<file path="src/rtl/gemm_tile_scheduler_pkg.sv">
// Shared types and constants for the GeMM tile scheduler.
//   sched_state_e : scheduler FSM states
//   SRAM_RD_LAT   : read latency from index issue to data at the array inputs
//   MAC_LAT       : MAC register latency from last beat to result available
//   DRAIN_CYCLES  : cycles spent emptying the pipeline after the last issue
//   ceil_div()    : rounded-up division used to count tiles per dimension
package gemm_tile_scheduler_pkg;

    typedef enum logic [1:0] {
        IDLE,
        RUN,
        DRAIN,
        DONE
    } sched_state_e;

    localparam int SRAM_RD_LAT  = 1;
    localparam int MAC_LAT      = 1;
    localparam int DRAIN_CYCLES = SRAM_RD_LAT + MAC_LAT;

    // Divisors are elaboration constants, so a power-of-two divisor collapses
    // to a fixed right shift and only other divisors cost a real divider.
    function automatic logic [31:0] ceil_div(input logic [31:0] num, input logic [31:0] den);
        logic [31:0] sum;
        sum = num + den - 32'd1;
        for (int s = 0; s < 32; s++) begin
            if (den == (32'd1 << s)) begin
                return sum >> s;
            end
        end
        return sum / den;
    endfunction

endpackage

</file>
<file path="src/rtl/gemm_tile_scheduler_if.sv">
// Host and array-side signal bundle for the GeMM tile scheduler.
//   Host side   : start, m_size, k_size, n_size (to scheduler); busy, done (from scheduler)
//   Read side   : issue, k, row_base, col_base, row_valid, col_valid
//   Array side  : in_valid, first
//   C write     : c_we, c_row_base, c_col_base, c_row_valid, c_col_valid
// master = host/bench view, slave = scheduler view.
interface gemm_tile_scheduler_if #(
    parameter int SizeAddrWidth = 8,
    parameter int RowPar        = 4,
    parameter int ColPar        = 16
);

    logic                     start;
    logic [SizeAddrWidth-1:0] m_size;
    logic [SizeAddrWidth-1:0] k_size;
    logic [SizeAddrWidth-1:0] n_size;
    logic                     busy;
    logic                     done;
    logic                     issue;
    logic [SizeAddrWidth-1:0] k;
    logic [SizeAddrWidth-1:0] row_base;
    logic [SizeAddrWidth-1:0] col_base;
    logic [RowPar-1:0]        row_valid;
    logic [ColPar-1:0]        col_valid;
    logic                     in_valid;
    logic                     first;
    logic                     c_we;
    logic [SizeAddrWidth-1:0] c_row_base;
    logic [SizeAddrWidth-1:0] c_col_base;
    logic [RowPar-1:0]        c_row_valid;
    logic [ColPar-1:0]        c_col_valid;

    modport master (
        output start, m_size, k_size, n_size,
        input  busy, done, issue, k, row_base, col_base, row_valid, col_valid,
               in_valid, first, c_we, c_row_base, c_col_base, c_row_valid, c_col_valid
    );

    modport slave (
        input  start, m_size, k_size, n_size,
        output busy, done, issue, k, row_base, col_base, row_valid, col_valid,
               in_valid, first, c_we, c_row_base, c_col_base, c_row_valid, c_col_valid
    );

endinterface

</file>
<file path="src/rtl/gemm_tile_scheduler_counter.sv">
// Three chained wrap counters walking k (innermost), n_tile, m_tile (outermost).
//   clk_i, rst_ni            : clock, asynchronous active-low reset
//   clear                    : synchronous return of all counts to 0 (wins over enable)
//   enable                   : advance one step this cycle
//   k_limit/n_limit/m_limit  : loop trip counts; each count wraps at limit-1
//   k_cnt/n_cnt/m_cnt        : current loop indices
//   k_wrap                   : k is at its last value (end of a tile's K walk)
//   last                     : all three levels at their last value
module gemm_nested_counter #(
    parameter int Width = 8
) (
    input  logic             clk_i,
    input  logic             rst_ni,
    input  logic             clear,
    input  logic             enable,
    input  logic [Width-1:0] k_limit,
    input  logic [Width-1:0] n_limit,
    input  logic [Width-1:0] m_limit,
    output logic [Width-1:0] k_cnt,
    output logic [Width-1:0] n_cnt,
    output logic [Width-1:0] m_cnt,
    output logic             k_wrap,
    output logic             last
);

    logic n_wrap;
    logic m_wrap;

    // A level only wraps when every inner level wraps in the same step.
    assign k_wrap = (k_cnt == k_limit - Width'(1));
    assign n_wrap = k_wrap && (n_cnt == n_limit - Width'(1));
    assign m_wrap = n_wrap && (m_cnt == m_limit - Width'(1));
    assign last   = m_wrap;

    always_ff @(posedge clk_i or negedge rst_ni) begin
        if (!rst_ni) begin
            k_cnt <= '0;
            n_cnt <= '0;
            m_cnt <= '0;
        end else if (clear) begin
            k_cnt <= '0;
            n_cnt <= '0;
            m_cnt <= '0;
        end else if (enable) begin
            if (k_wrap) begin
                k_cnt <= '0;
                if (n_wrap) begin
                    n_cnt <= '0;
                    m_cnt <= m_wrap ? '0 : m_cnt + Width'(1);
                end else begin
                    n_cnt <= n_cnt + Width'(1);
                end
            end else begin
                k_cnt <= k_cnt + Width'(1);
            end
        end
    end

endmodule

</file>
<file path="src/rtl/gemm_tile_scheduler.sv">
// Output-stationary GeMM tile scheduler for a RowPar x ColPar MAC array.
//   clk_i, rst_ni : clock, asynchronous active-low reset
//   bus (slave)   : host start/sizes in, busy/done out; read index strobes,
//                   array data-valid/first strobes and C-write strobes out
// Walks k innermost, then column tiles, then row tiles. Read indices are
// issued combinationally from the counters; in_valid/first follow one cycle
// later (SRAM read), and c_we one further cycle later (MAC register).
module gemm_tile_scheduler
    import gemm_tile_scheduler_pkg::*;
#(
    parameter int SizeAddrWidth = 8,
    parameter int RowPar        = 4,
    parameter int ColPar        = 16
) (
    input logic                  clk_i,
    input logic                  rst_ni,
    gemm_tile_scheduler_if.slave bus
);

    sched_state_e             state, state_next;
    logic [1:0]               drain_cnt;
    logic [SizeAddrWidth-1:0] m_size_q, k_size_q, n_size_q;
    logic [SizeAddrWidth-1:0] m_tiles_q, n_tiles_q;
    logic                     start_accept, size_zero;
    logic                     issue, busy, done;
    logic [SizeAddrWidth-1:0] k_cnt, n_cnt, m_cnt;
    logic                     k_wrap, last;
    logic [SizeAddrWidth-1:0] row_base, col_base;
    logic [RowPar-1:0]        row_valid;
    logic [ColPar-1:0]        col_valid;

    logic                     in_valid_q, first_q, tile_end_q;
    logic [SizeAddrWidth-1:0] s1_row_base, s1_col_base;
    logic [RowPar-1:0]        s1_row_valid;
    logic [ColPar-1:0]        s1_col_valid;
    logic                     c_we_q;
    logic [SizeAddrWidth-1:0] c_row_base_q, c_col_base_q;
    logic [RowPar-1:0]        c_row_valid_q;
    logic [ColPar-1:0]        c_col_valid_q;

    assign start_accept = (state == IDLE) && bus.start;
    assign size_zero    = (bus.m_size == '0) || (bus.k_size == '0) || (bus.n_size == '0);

    always_ff @(posedge clk_i or negedge rst_ni) begin
        if (!rst_ni) begin
            state     <= IDLE;
            drain_cnt <= '0;
        end else begin
            state     <= state_next;
            drain_cnt <= (state == DRAIN) ? drain_cnt + 2'd1 : 2'd0;
        end
    end

    always_comb begin
        state_next = state;
        issue      = 1'b0;
        busy       = 1'b0;
        done       = 1'b0;
        case (state)
            IDLE: begin
                if (bus.start) begin
                    state_next = size_zero ? DONE : RUN;
                end
            end
            RUN: begin
                issue = 1'b1;
                busy  = 1'b1;
                if (last) begin
                    state_next = DRAIN;
                end
            end
            DRAIN: begin
                busy = 1'b1;
                if (drain_cnt == 2'(DRAIN_CYCLES - 1)) begin
                    state_next = DONE;
                end
            end
            DONE: begin
                busy       = 1'b1;
                done       = 1'b1;
                state_next = IDLE;
            end
            default: state_next = IDLE;
        endcase
    end

    // Sizes and tile counts are frozen at start so host register writes
    // during a run cannot disturb the loop bounds.
    always_ff @(posedge clk_i or negedge rst_ni) begin
        if (!rst_ni) begin
            m_size_q  <= '0;
            k_size_q  <= '0;
            n_size_q  <= '0;
            m_tiles_q <= '0;
            n_tiles_q <= '0;
        end else if (start_accept) begin
            m_size_q  <= bus.m_size;
            k_size_q  <= bus.k_size;
            n_size_q  <= bus.n_size;
            m_tiles_q <= SizeAddrWidth'(ceil_div(32'(bus.m_size), 32'(RowPar)));
            n_tiles_q <= SizeAddrWidth'(ceil_div(32'(bus.n_size), 32'(ColPar)));
        end
    end

    gemm_nested_counter #(.Width(SizeAddrWidth)) u_counter (
        .clk_i   (clk_i),
        .rst_ni  (rst_ni),
        .clear   (start_accept),
        .enable  (issue),
        .k_limit (k_size_q),
        .n_limit (n_tiles_q),
        .m_limit (m_tiles_q),
        .k_cnt   (k_cnt),
        .n_cnt   (n_cnt),
        .m_cnt   (m_cnt),
        .k_wrap  (k_wrap),
        .last    (last)
    );

    assign row_base = m_cnt * SizeAddrWidth'(RowPar);
    assign col_base = n_cnt * SizeAddrWidth'(ColPar);

    // Lane compare is one bit wider than the base so an edge tile near the
    // top of the address range cannot wrap back into range.
    always_comb begin
        row_valid = '0;
        col_valid = '0;
        for (int i = 0; i < RowPar; i++) begin
            row_valid[i] = issue &&
                (({1'b0, row_base} + (SizeAddrWidth+1)'(i)) < {1'b0, m_size_q});
        end
        for (int j = 0; j < ColPar; j++) begin
            col_valid[j] = issue &&
                (({1'b0, col_base} + (SizeAddrWidth+1)'(j)) < {1'b0, n_size_q});
        end
    end

    // Stage 1 tracks the SRAM read; stage 2 tracks the MAC register, so the
    // C write fires once the final k beat of a tile has been accumulated.
    always_ff @(posedge clk_i or negedge rst_ni) begin
        if (!rst_ni) begin
            in_valid_q    <= 1'b0;
            first_q       <= 1'b0;
            tile_end_q    <= 1'b0;
            s1_row_base   <= '0;
            s1_col_base   <= '0;
            s1_row_valid  <= '0;
            s1_col_valid  <= '0;
            c_we_q        <= 1'b0;
            c_row_base_q  <= '0;
            c_col_base_q  <= '0;
            c_row_valid_q <= '0;
            c_col_valid_q <= '0;
        end else begin
            in_valid_q    <= issue;
            first_q       <= issue && (k_cnt == '0);
            tile_end_q    <= issue && k_wrap;
            s1_row_base   <= row_base;
            s1_col_base   <= col_base;
            s1_row_valid  <= row_valid;
            s1_col_valid  <= col_valid;
            c_we_q        <= in_valid_q && tile_end_q;
            c_row_base_q  <= s1_row_base;
            c_col_base_q  <= s1_col_base;
            c_row_valid_q <= (in_valid_q && tile_end_q) ? s1_row_valid : '0;
            c_col_valid_q <= (in_valid_q && tile_end_q) ? s1_col_valid : '0;
        end
    end

    assign bus.busy        = busy;
    assign bus.done        = done;
    assign bus.issue       = issue;
    assign bus.k           = k_cnt;
    assign bus.row_base    = row_base;
    assign bus.col_base    = col_base;
    assign bus.row_valid   = row_valid;
    assign bus.col_valid   = col_valid;
    assign bus.in_valid    = in_valid_q;
    assign bus.first       = first_q;
    assign bus.c_we        = c_we_q;
    assign bus.c_row_base  = c_row_base_q;
    assign bus.c_col_base  = c_col_base_q;
    assign bus.c_row_valid = c_row_valid_q;
    assign bus.c_col_valid = c_col_valid_q;

endmodule

</file>
<file path="src/flat_wrapper.sv">
// flat-port wrapper written by rule: the top's interface ports become plain ports
module gemm_tile_scheduler_flat import gemm_tile_scheduler_pkg::*;
#(
    parameter int SizeAddrWidth = 8,
    parameter int RowPar        = 4,
    parameter int ColPar        = 16
)
  (clk_i, rst_ni, bus_start, bus_m_size, bus_k_size, bus_n_size, bus_busy, bus_done, bus_issue, bus_k, bus_row_base, bus_col_base, bus_row_valid, bus_col_valid, bus_in_valid, bus_first, bus_c_we, bus_c_row_base, bus_c_col_base, bus_c_row_valid, bus_c_col_valid);
  gemm_tile_scheduler_if #(.SizeAddrWidth(SizeAddrWidth), .RowPar(RowPar), .ColPar(ColPar)) bus_i ();
  input logic clk_i;
  input logic rst_ni;
  input wire logic [$bits(bus_i.start)-1:0] bus_start;
  input wire logic [$bits(bus_i.m_size)-1:0] bus_m_size;
  input wire logic [$bits(bus_i.k_size)-1:0] bus_k_size;
  input wire logic [$bits(bus_i.n_size)-1:0] bus_n_size;
  output wire logic [$bits(bus_i.busy)-1:0] bus_busy;
  output wire logic [$bits(bus_i.done)-1:0] bus_done;
  output wire logic [$bits(bus_i.issue)-1:0] bus_issue;
  output wire logic [$bits(bus_i.k)-1:0] bus_k;
  output wire logic [$bits(bus_i.row_base)-1:0] bus_row_base;
  output wire logic [$bits(bus_i.col_base)-1:0] bus_col_base;
  output wire logic [$bits(bus_i.row_valid)-1:0] bus_row_valid;
  output wire logic [$bits(bus_i.col_valid)-1:0] bus_col_valid;
  output wire logic [$bits(bus_i.in_valid)-1:0] bus_in_valid;
  output wire logic [$bits(bus_i.first)-1:0] bus_first;
  output wire logic [$bits(bus_i.c_we)-1:0] bus_c_we;
  output wire logic [$bits(bus_i.c_row_base)-1:0] bus_c_row_base;
  output wire logic [$bits(bus_i.c_col_base)-1:0] bus_c_col_base;
  output wire logic [$bits(bus_i.c_row_valid)-1:0] bus_c_row_valid;
  output wire logic [$bits(bus_i.c_col_valid)-1:0] bus_c_col_valid;
  assign bus_i.start = bus_start;
  assign bus_i.m_size = bus_m_size;
  assign bus_i.k_size = bus_k_size;
  assign bus_i.n_size = bus_n_size;
  assign bus_busy = bus_i.busy;
  assign bus_done = bus_i.done;
  assign bus_issue = bus_i.issue;
  assign bus_k = bus_i.k;
  assign bus_row_base = bus_i.row_base;
  assign bus_col_base = bus_i.col_base;
  assign bus_row_valid = bus_i.row_valid;
  assign bus_col_valid = bus_i.col_valid;
  assign bus_in_valid = bus_i.in_valid;
  assign bus_first = bus_i.first;
  assign bus_c_we = bus_i.c_we;
  assign bus_c_row_base = bus_i.c_row_base;
  assign bus_c_col_base = bus_i.c_col_base;
  assign bus_c_row_valid = bus_i.c_row_valid;
  assign bus_c_col_valid = bus_i.c_col_valid;
  gemm_tile_scheduler #(.SizeAddrWidth(SizeAddrWidth), .RowPar(RowPar), .ColPar(ColPar)) u_core (.clk_i(clk_i), .rst_ni(rst_ni), .bus(bus_i));
endmodule
</file>
<file path="config.mk">
export PLATFORM = sky130hd
export DESIGN_NAME = gemm_tile_scheduler_flat
export DESIGN_NICKNAME = d
export VERILOG_FILES = /design/src/rtl/gemm_tile_scheduler_pkg.sv /design/src/rtl/gemm_tile_scheduler_if.sv /design/src/rtl/gemm_tile_scheduler_counter.sv /design/src/rtl/gemm_tile_scheduler.sv /design/src/flat_wrapper.sv
export SDC_FILE = /design/constraint.sdc
export NUM_CORES = 1
export LEC_CHECK = 0
export BUFFER_PORTS_ARGS = -buffer_cell sky130_fd_sc_hd__buf_2
export CAP_MARGIN = 20
export CORE_UTILIZATION = 45
export CTS_BUF_LIST = sky130_fd_sc_hd__clkbuf_16
export CTS_CLUSTER_SIZE = 14
export DETAILED_ROUTE_END_ITERATION = 8
export PLACE_DENSITY = 0.69
export SLEW_MARGIN = 20
export SYNTH_ARGS = -nofsm -noshare
export SYNTH_HDL_FRONTEND = slang
export SYNTH_SLANG_ARGS = --single-unit
</file>
<file path="constraint.sdc">
create_clock -name clk_i -period 2.86 [get_ports clk_i]
set_input_delay 0.143 -clock clk_i [delete_from_list [all_inputs] [get_ports clk_i]]
set_output_delay 0.143 -clock clk_i [all_outputs]
set_load 0.005 [all_outputs]
</file>
==> impl_metrics.csv, run 1 <==
group,metric,value,unit
job,maxCapViolCount,0,
finish,most-common-layout-cells,"dfrtp_1 (130), buf_2 (99), nand2_1 (85)",
timing,timing.final.max_slew_violations,0,
timing,hold_viol_final,0,
placed_design,numPortBuffers,100,
worst_setup_path,slowest_delay,0.53,ns
grt,grt_pass1_vias,5197,
grt,antenna_found_initial,0,
drt,vias,5320,
worst_setup_path,end_kind,"flip-flop",
synthesis,synthCells,670,
cts,cts_tree,"yes",
grt,grt_pass1_wl,25710,um
grt,overflow,0,
timing,max_freq,347.1,MHz
finish,seqCellArea,3306,um^2
die,die_x,123.2,um
finish,diodes,0,
synthesis,synth_cell_types,68,
grt,grt_max_degree,47,
cts,cts_buffer_depth,2,
placed_design,dp_hpwl,11040,um
finish,final_cell_area,8080,um^2
cts,clk_pin_slew_worst_paths,0.06,ns
worst_setup_path,crit_path_start,"u_core.k_size_q[5]$_DFFE_PN0P_",
worst_setup_path,critPathRequiredTime,3.21,ns
drt,drt_iter0_drc,335,
finish,multi_input_area,2964,um^2
synthesis,synth_top_cell_by_area,"dfrtp_1",
synthesis,ys_seq_area_frac,0.5000,
synthesis,synth_seq_cells,132,
synthesis,synthTopCellsByArea,"dfrtp_1 (50%), ha_1 (5.5%), nand2_1 (4.8%)",
power_and_ir_drop,pwr_density_cell,513.3,nW/um^2
timing,tightestPinTransition,0.7218,ns
die,floorplan.core_area,14100,um^2
die,floorplan.initialDensity,0.4687,
cts,clock_latency,0.42,ns
die,io_pins,113,
worst_setup_path,r2r_start,"u_core.k_size_q[5]$_DFFE_PN0P_",
worst_setup_path,crit_arrival,3.23,ns
worst_setup_path,crit_type,"reg2reg",
worst_setup_path,cpMostUsedCell,"or4_4",
cts,cts-root-buf,"clkbuf_16",
finish,drive_above_1_share,0.2199,
run_status,violations,"setup timing",
synthesis,yosys_most_used_dff,"dfrtp_1",
worst_setup_path,cp-start-kind,"flip-flop",
cts,numCtsBuffers,17,
placed_design,dpl-instance-area,7274,um^2
die,num_rows,43,
finish,areaGrowthSynthToFinish,22.31,%
power_and_ir_drop,p_leak,0.004001,uW
timing,timing.hold.ws,0.02706,ns
drt,wl_per_cell,15.93,um
timing,finalSetupViolCount,2,
die,fp.dieH,123.2,um
synthesis,async_reset_ff_frac,1.000,
timing,fin_crit_sh,1.007,
min_path,worst_hold_path_type,"in2reg",
run_status,outcome,"finished with violations",
synthesis,synth_area_per_cell,9.860,um^2
die,die_area,15170,um^2
min_path,worstHoldStart,"bus_m_size[0]",
timing,rsz0062_at_grt,"true",
power_and_ir_drop,vdd_drop_max,0.3678,mV
worst_setup_path,crit_slowest_cell,"or4_4",
timing,finalClockSkew,0.007679,ns
timing,relSlewSlack,0.5144,
synthesis,synth_top_area_frac,0.5000,
drt,routed_wl,15690,um
drt,drt_first_pass_iters,5,
finish,final_common_cell,"dfrtp_1",
synthesis,yosysWarnings,0,
finish,fillCellCount,1216,
timing,fin_crit,2.881,ns
finish,fin_nets,848,
grt,grt_usage,0.2220,
drt,drcViolationCount,0,
cts,htree_levels,4,
worst_setup_path,critPathMaxFanout,6,
timing,worst_slack,-0.02121,ns
synthesis,synth_edf_count,0,
placed_design,place_congestion,0.8807,
cts,numClockSinks,132,
synthesis,netlist_area,6606,um^2
drt,routed_via_density,5.401,
drt,drtAntennaViolNets,0,
worst_setup_path,cp_cell_sequence,"or4_4 > or3_1 > a2111o_1 > a2111oi_4 > buf_6 > nand2_4 > or4_4 > a21oi_2",
==> timing repair <==
item                                    4_1_cts  5_1_grt
hold endpoints to repair                     57        0
endpoints found under the setup margin       14       25
hold buffers                                 15        0
resized for setup                             6        7
pin swaps                                     0        3
buffers inserted                              3        1
==> through the flow <==
step,utilization,std cells,total power [uW],setup slack [ns],TNS (ns)
after floorplan,-,681,1958,0.01752,0
after global placement,0.5161,934,2022,0.02561,0
after detailed placement,0.5161,934,2026,-0.06169,-0.3225
after CTS,0.5707,984,4190,-0.01633,-0.01954
after global routing,0.5732,985,4295,-0.1202,-1.405
final,0.5732,985,4147,-0.02121,-0.02150
==> kinds of logic after synthesis <==
logic type                 count (synthesis)  synth area share
buffers and inverters                     87           0.06326
other                                      1         0.0005676
and+or+nand+nor                          252            0.1938
muxes                                      3          0.004735
xor gates and xnor gates                  45           0.06174
AOI/OAI and AO/OA                        121            0.1210
DFF                                      132            0.5000
adders and majority gates                 29           0.05492
==> final timing paths <==
check                                                        end  depth (start not counted)  slack (ns)
max                        u_core.u_counter.n_cnt[4]$_DFFE_PN0P_                          8       -0.02
min                               u_core.m_size_q[0]$_DFFE_PN0P_                          3        0.03
max in group asynchronous        u_core.s1_col_base[5]$_DFF_PN0_                          3        1.81
max reg2reg                u_core.u_counter.n_cnt[4]$_DFFE_PN0P_                          8       -0.02
min in group asynchronous   u_core.bus.c_col_valid[11]$_DFF_PN0_                          2        0.27
min reg2reg                   u_core.bus.c_row_base[5]$_DFF_PN0_                          0        0.34
==> area by class of cell <==
cell class                      count  area share
Tap cell                          180     0.02787
Timing Repair Buffer              140      0.1061
Multi-Input combinational cell    462      0.3668
Inverter                           39     0.01812
Sequential cell                   132      0.4091
Clock inverter                     15     0.01936
Clock buffer                       17     0.05265
==> flip-flops by register name, summed over array words and instances, names as in the netlist, 8 cells and up <==
name / cells
u_core.m_size_q: 8
u_core.bus.c_col_valid: 16
u_core.u_counter.n_cnt: 8
u_core.k_size_q: 8
u_core.s1_col_valid: 16
u_core.n_tiles_q: 8
u_core.m_tiles_q: 8
u_core.u_counter.m_cnt: 8
u_core.u_counter.k_cnt: 8
u_core.n_size_q: 8
==> per-layer routing <==
layer	track usage	up-vias	part of all wire
met3	0.05489	25	0.062
li1	-	2536	-
met4	0.07982	0	0.015
met1	0.2863	2568	0.44
met2	0.3621	191	0.48
met5	0	-	0
==> worst max-delay path, delay by kind of cell, from the launching register on <==
kind                   cells  cell delay [ns]
AND/OR/NAND/NOR            4             1.40
buffers and inverters      1             0.18
flip-flops                 1             0.37
AO/OA/AOI/OAI              3             0.86
==> power by group <==
group,internal (uW),switching (uW),total [uW]
clock,1290,853,2140
combinational,51.2,87.9,139
sequential,1870,0,1870
==> cell usage after synthesis, types with 3 or more instances <==
master,n
dfrtp_1,132
nand2_1,85
o21ai_0,43
inv_1,39
and3_1,36
nor2_1,36
ha_1,29
a21oi_1,27
nand3_1,23
xnor2_1,23
buf_4,22
clkbuf_1,21
xor2_1,21
nor3_1,17
nor2b_1,7
nor4_1,7
a32o_1,6
and2_1,6
or4_1,6
a21o_1,5
o211ai_1,4
a21boi_0,3
a31oi_1,3
buf_1,3
nand3b_1,3
nand4b_1,3
nor3b_1,3
o2111ai_1,3
or3_1,3
or3b_2,3
(Power assumes the default switching activity.)
==> run 2: changes to the inputs <==
--- a/config.mk
+++ b/config.mk
@@ -6,12 +6,13 @@
 export NUM_CORES = 1
 export LEC_CHECK = 0
 export BUFFER_PORTS_ARGS = -buffer_cell sky130_fd_sc_hd__buf_2
-export CAP_MARGIN = 20
+export CAP_MARGIN = 30
+export CORE_MARGIN = 2
 export CORE_UTILIZATION = 45
 export CTS_BUF_LIST = sky130_fd_sc_hd__clkbuf_16
 export CTS_CLUSTER_SIZE = 14
 export DETAILED_ROUTE_END_ITERATION = 8
-export PLACE_DENSITY = 0.69
+export PLACE_DENSITY = 0.66
 export SLEW_MARGIN = 20
 export SYNTH_ARGS = -nofsm -noshare
 export SYNTH_HDL_FRONTEND = slang
==> constraint.sdc (replaced) <==
create_clock -name clk_i -period 3.3 [get_ports clk_i]
set_input_delay 0.165 -clock clk_i [delete_from_list [all_inputs] [get_ports clk_i]]
set_output_delay 0.165 -clock clk_i [all_outputs]
set_load 0.005 [all_outputs]
==> run 2 against run 1 <==
  * The run now ends clean
  * Critical path depth did not move
  * Cell count fell by 0.71%
  * Global-route usage fell by 1.9 points
  * Maximum frequency fell by 6.6%
  * Clock power fell by 7%
  * First-iteration DRC count rose by 8.1%
  * Hold slack got worse by 0.017 ns
  * Design area fell by 0.91%
  * Clock-buffer cell count did not move
  * Setup slack improved by 0.24 ns
  * Sequential power fell by 13%
  * Non-clock buffer count fell by 12
  * Largest power group unchanged
==> impl_metrics.csv, run 2 (synthesis gave the netlist of run 1 again) <==
group,metric,value,unit
grt,grt_max_degree,77,
finish,fillCellCount,1265,
cts,numClockSinks,132,
grt,grt_pass1_wl,25610,um
timing,finalSetupViolCount,0,
job,maxCapViolCount,0,
timing,fin_crit,3.085,ns
placed_design,place_congestion,0.8722,
worst_setup_path,end_kind,"flip-flop",
worst_setup_path,slowest_delay,0.55,ns
drt,routed_wl,15500,um
die,floorplan.core_area,14420,um^2
die,io_pins,113,
drt,wl_per_cell,15.85,um
worst_setup_path,critPathRequiredTime,3.65,ns
worst_setup_path,crit_arrival,3.43,ns
cts,htree_levels,4,
grt,overflow,0,
power_and_ir_drop,p_leak,0.003962,uW
run_status,outcome,"completed",
die,die_x,125.2,um
drt,drtAntennaViolNets,0,
grt,antenna_found_initial,1,
timing,max_freq,324.1,MHz
finish,drive_above_1_share,0.2030,
timing,fin_crit_sh,0.9349,
worst_setup_path,crit_type,"reg2reg",
timing,timing.final.max_slew_violations,0,
timing,worst_slack,0.2147,ns
finish,fin_util,0.5551,
timing,tns,0,ns
cts,numCtsBuffers,17,
worst_setup_path,cp_cell_sequence,"or4_4 > or3_1 > a2111o_1 > a2111oi_4 > buf_6 > nand2_4 > or4_1 > a21oi_1",
power_and_ir_drop,vdd_drop_max,0.3009,mV
drt,drt_iter0_drc,362,
timing,hold_viol_final,0,
cts,cts-root-buf,"clkbuf_16",
timing,relSlewSlack,0.5102,
finish,areaGrowthSynthToFinish,21.19,%
timing,rsz0062_at_grt,"false",
cts,cts_tree,"yes",
cts,cts_buffer_depth,2,
cts,clock_latency,0.42,ns
die,die_area,15670,um^2
die,fp.dieH,125.2,um
finish,final_common_cell,"dfrtp_1",
min_path,worst_hold_path_type,"in2reg",
placed_design,dp_hpwl,10840,um
cts,clk_pin_slew_worst_paths,0.06,ns
power_and_ir_drop,total_power,3728,uW
placed_design,numPortBuffers,100,
drt,drt_first_pass_iters,5,
grt,grt_usage,0.2033,
placed_design,pre_cts_ws,0.03585,ns
drt,routed_via_density,5.384,
power_and_ir_drop,pwr_density_cell,465.6,nW/um^2
drt,vias,5266,
worst_setup_path,cp-start-kind,"flip-flop",
die,num_rows,44,
finish,fin_nets,836,
drt,drcViolationCount,0,
timing,tightestPinTransition,0.7346,ns
timing,finalClockSkew,0.01008,ns
finish,most-common-layout-cells,"dfrtp_1 (132), buf_2 (100), nand2_1 (85)",
worst_setup_path,crit_slowest_cell,"or4_4",
grt,grt_pass1_vias,5110,
die,floorplan.initialDensity,0.4580,
worst_setup_path,critPathMaxFanout,6,
worst_setup_path,critPathTopFamily,"simple AND/OR/NAND/NOR gates",
worst_setup_path,crit_buf_inv,1,
## run 2: cell count changes in the layout (fill, tap and decap cells not counted), moves of 2 or more
cell,change
bufinv_16,+2
dfrtp_1,+2
a21oi_2,-3
a21oi_1,+3
or4_1,+2
dfrtp_2,-2
buf_4,-11
or4_4,-2
dlygate4sd3_1,-2
## run 2: worst paths after layout
kind / start / to / slack [ns] / cells past startpoint
worst max-delay path: u_core.k_size_q[2]$_DFFE_PN0P_ / u_core.u_counter.n_cnt[4]$_DFFE_PN0P_ / 0.21 / 8
min in group asynchronous: rst_ni / u_core.bus.c_we$_DFF_PN0_ / 0.33 / 2
worst min-delay path: bus_m_size[3] / u_core.m_size_q[3]$_DFFE_PN0P_ / 0.01 / 3
worst min register to register: u_core.s1_row_base[6]$_DFF_PN0_ / u_core.bus.c_row_base[6]$_DFF_PN0_ / 0.34 / 0
worst max register to register: u_core.k_size_q[2]$_DFFE_PN0P_ / u_core.u_counter.n_cnt[4]$_DFFE_PN0P_ / 0.21 / 8
max in group asynchronous: rst_ni / u_core.n_tiles_q[3]$_DFFE_PN0P_ / 2.11 / 3
## run 2: metrics by stage
stage / hold WS, ns / cell area (um^2) / cells
finish: 0.01038 / 8006 / 978
global route: 0.04671 / 8004 / 977
CTS: 0.0003547 / 7971 / 974
floorplan: -0.1306 / 6648 / 681
global placement: 0.2623 / 7212 / 929
detailed placement: 0.2713 / 7212 / 929
## run 2: layer usage
layer	up-vias	GRT usage	wire length, um
met5	-	0	0
met2	175	0.3322	7476
met4	0	0.05948	168
li1	2515	-	-
met1	2557	0.2689	7013
met3	19	0.05306	842
## run 2: final cells by class
type / count / area [um^2] / area share
Clock buffer: 17 / 425.4 / 0.05313
Sequential cell: 132 / 3303 / 0.4126
Timing Repair Buffer: 128 / 759.5 / 0.09486
Tap cell: 184 / 230.2 / 0.02875
Inverter: 39 / 146.4 / 0.01828
Antenna cell: 1 / 2.502 / 0.0003125
Multi-Input combinational cell: 462 / 2935 / 0.3666
Clock inverter: 15 / 203.9 / 0.02547
## run 2: repair_timing
action / 4_1_cts / 5_1_grt
hold buffers: 13 / 0
gates resized for setup: 0 / 4
setup endpoints to repair: 0 / 9
buffers inserted: 0 / 2
endpoints found under the hold margin: 68 / 0
## run 2: worst reg2reg max path, stage by stage (launching register included)
cell       delay, ns
dfrtp_1         0.37
or4_4           0.55
or3_1           0.39
a2111o_1        0.41
a2111oi_4       0.39
buf_6           0.18
nand2_4         0.07
or4_1           0.51
a21oi_1         0.15
## run 2: report_power, final
part / internal, uW / switching, uW
Clock: 1270 / 725
Combinational: 41.3 / 73.9
Sequential: 1620 / 0
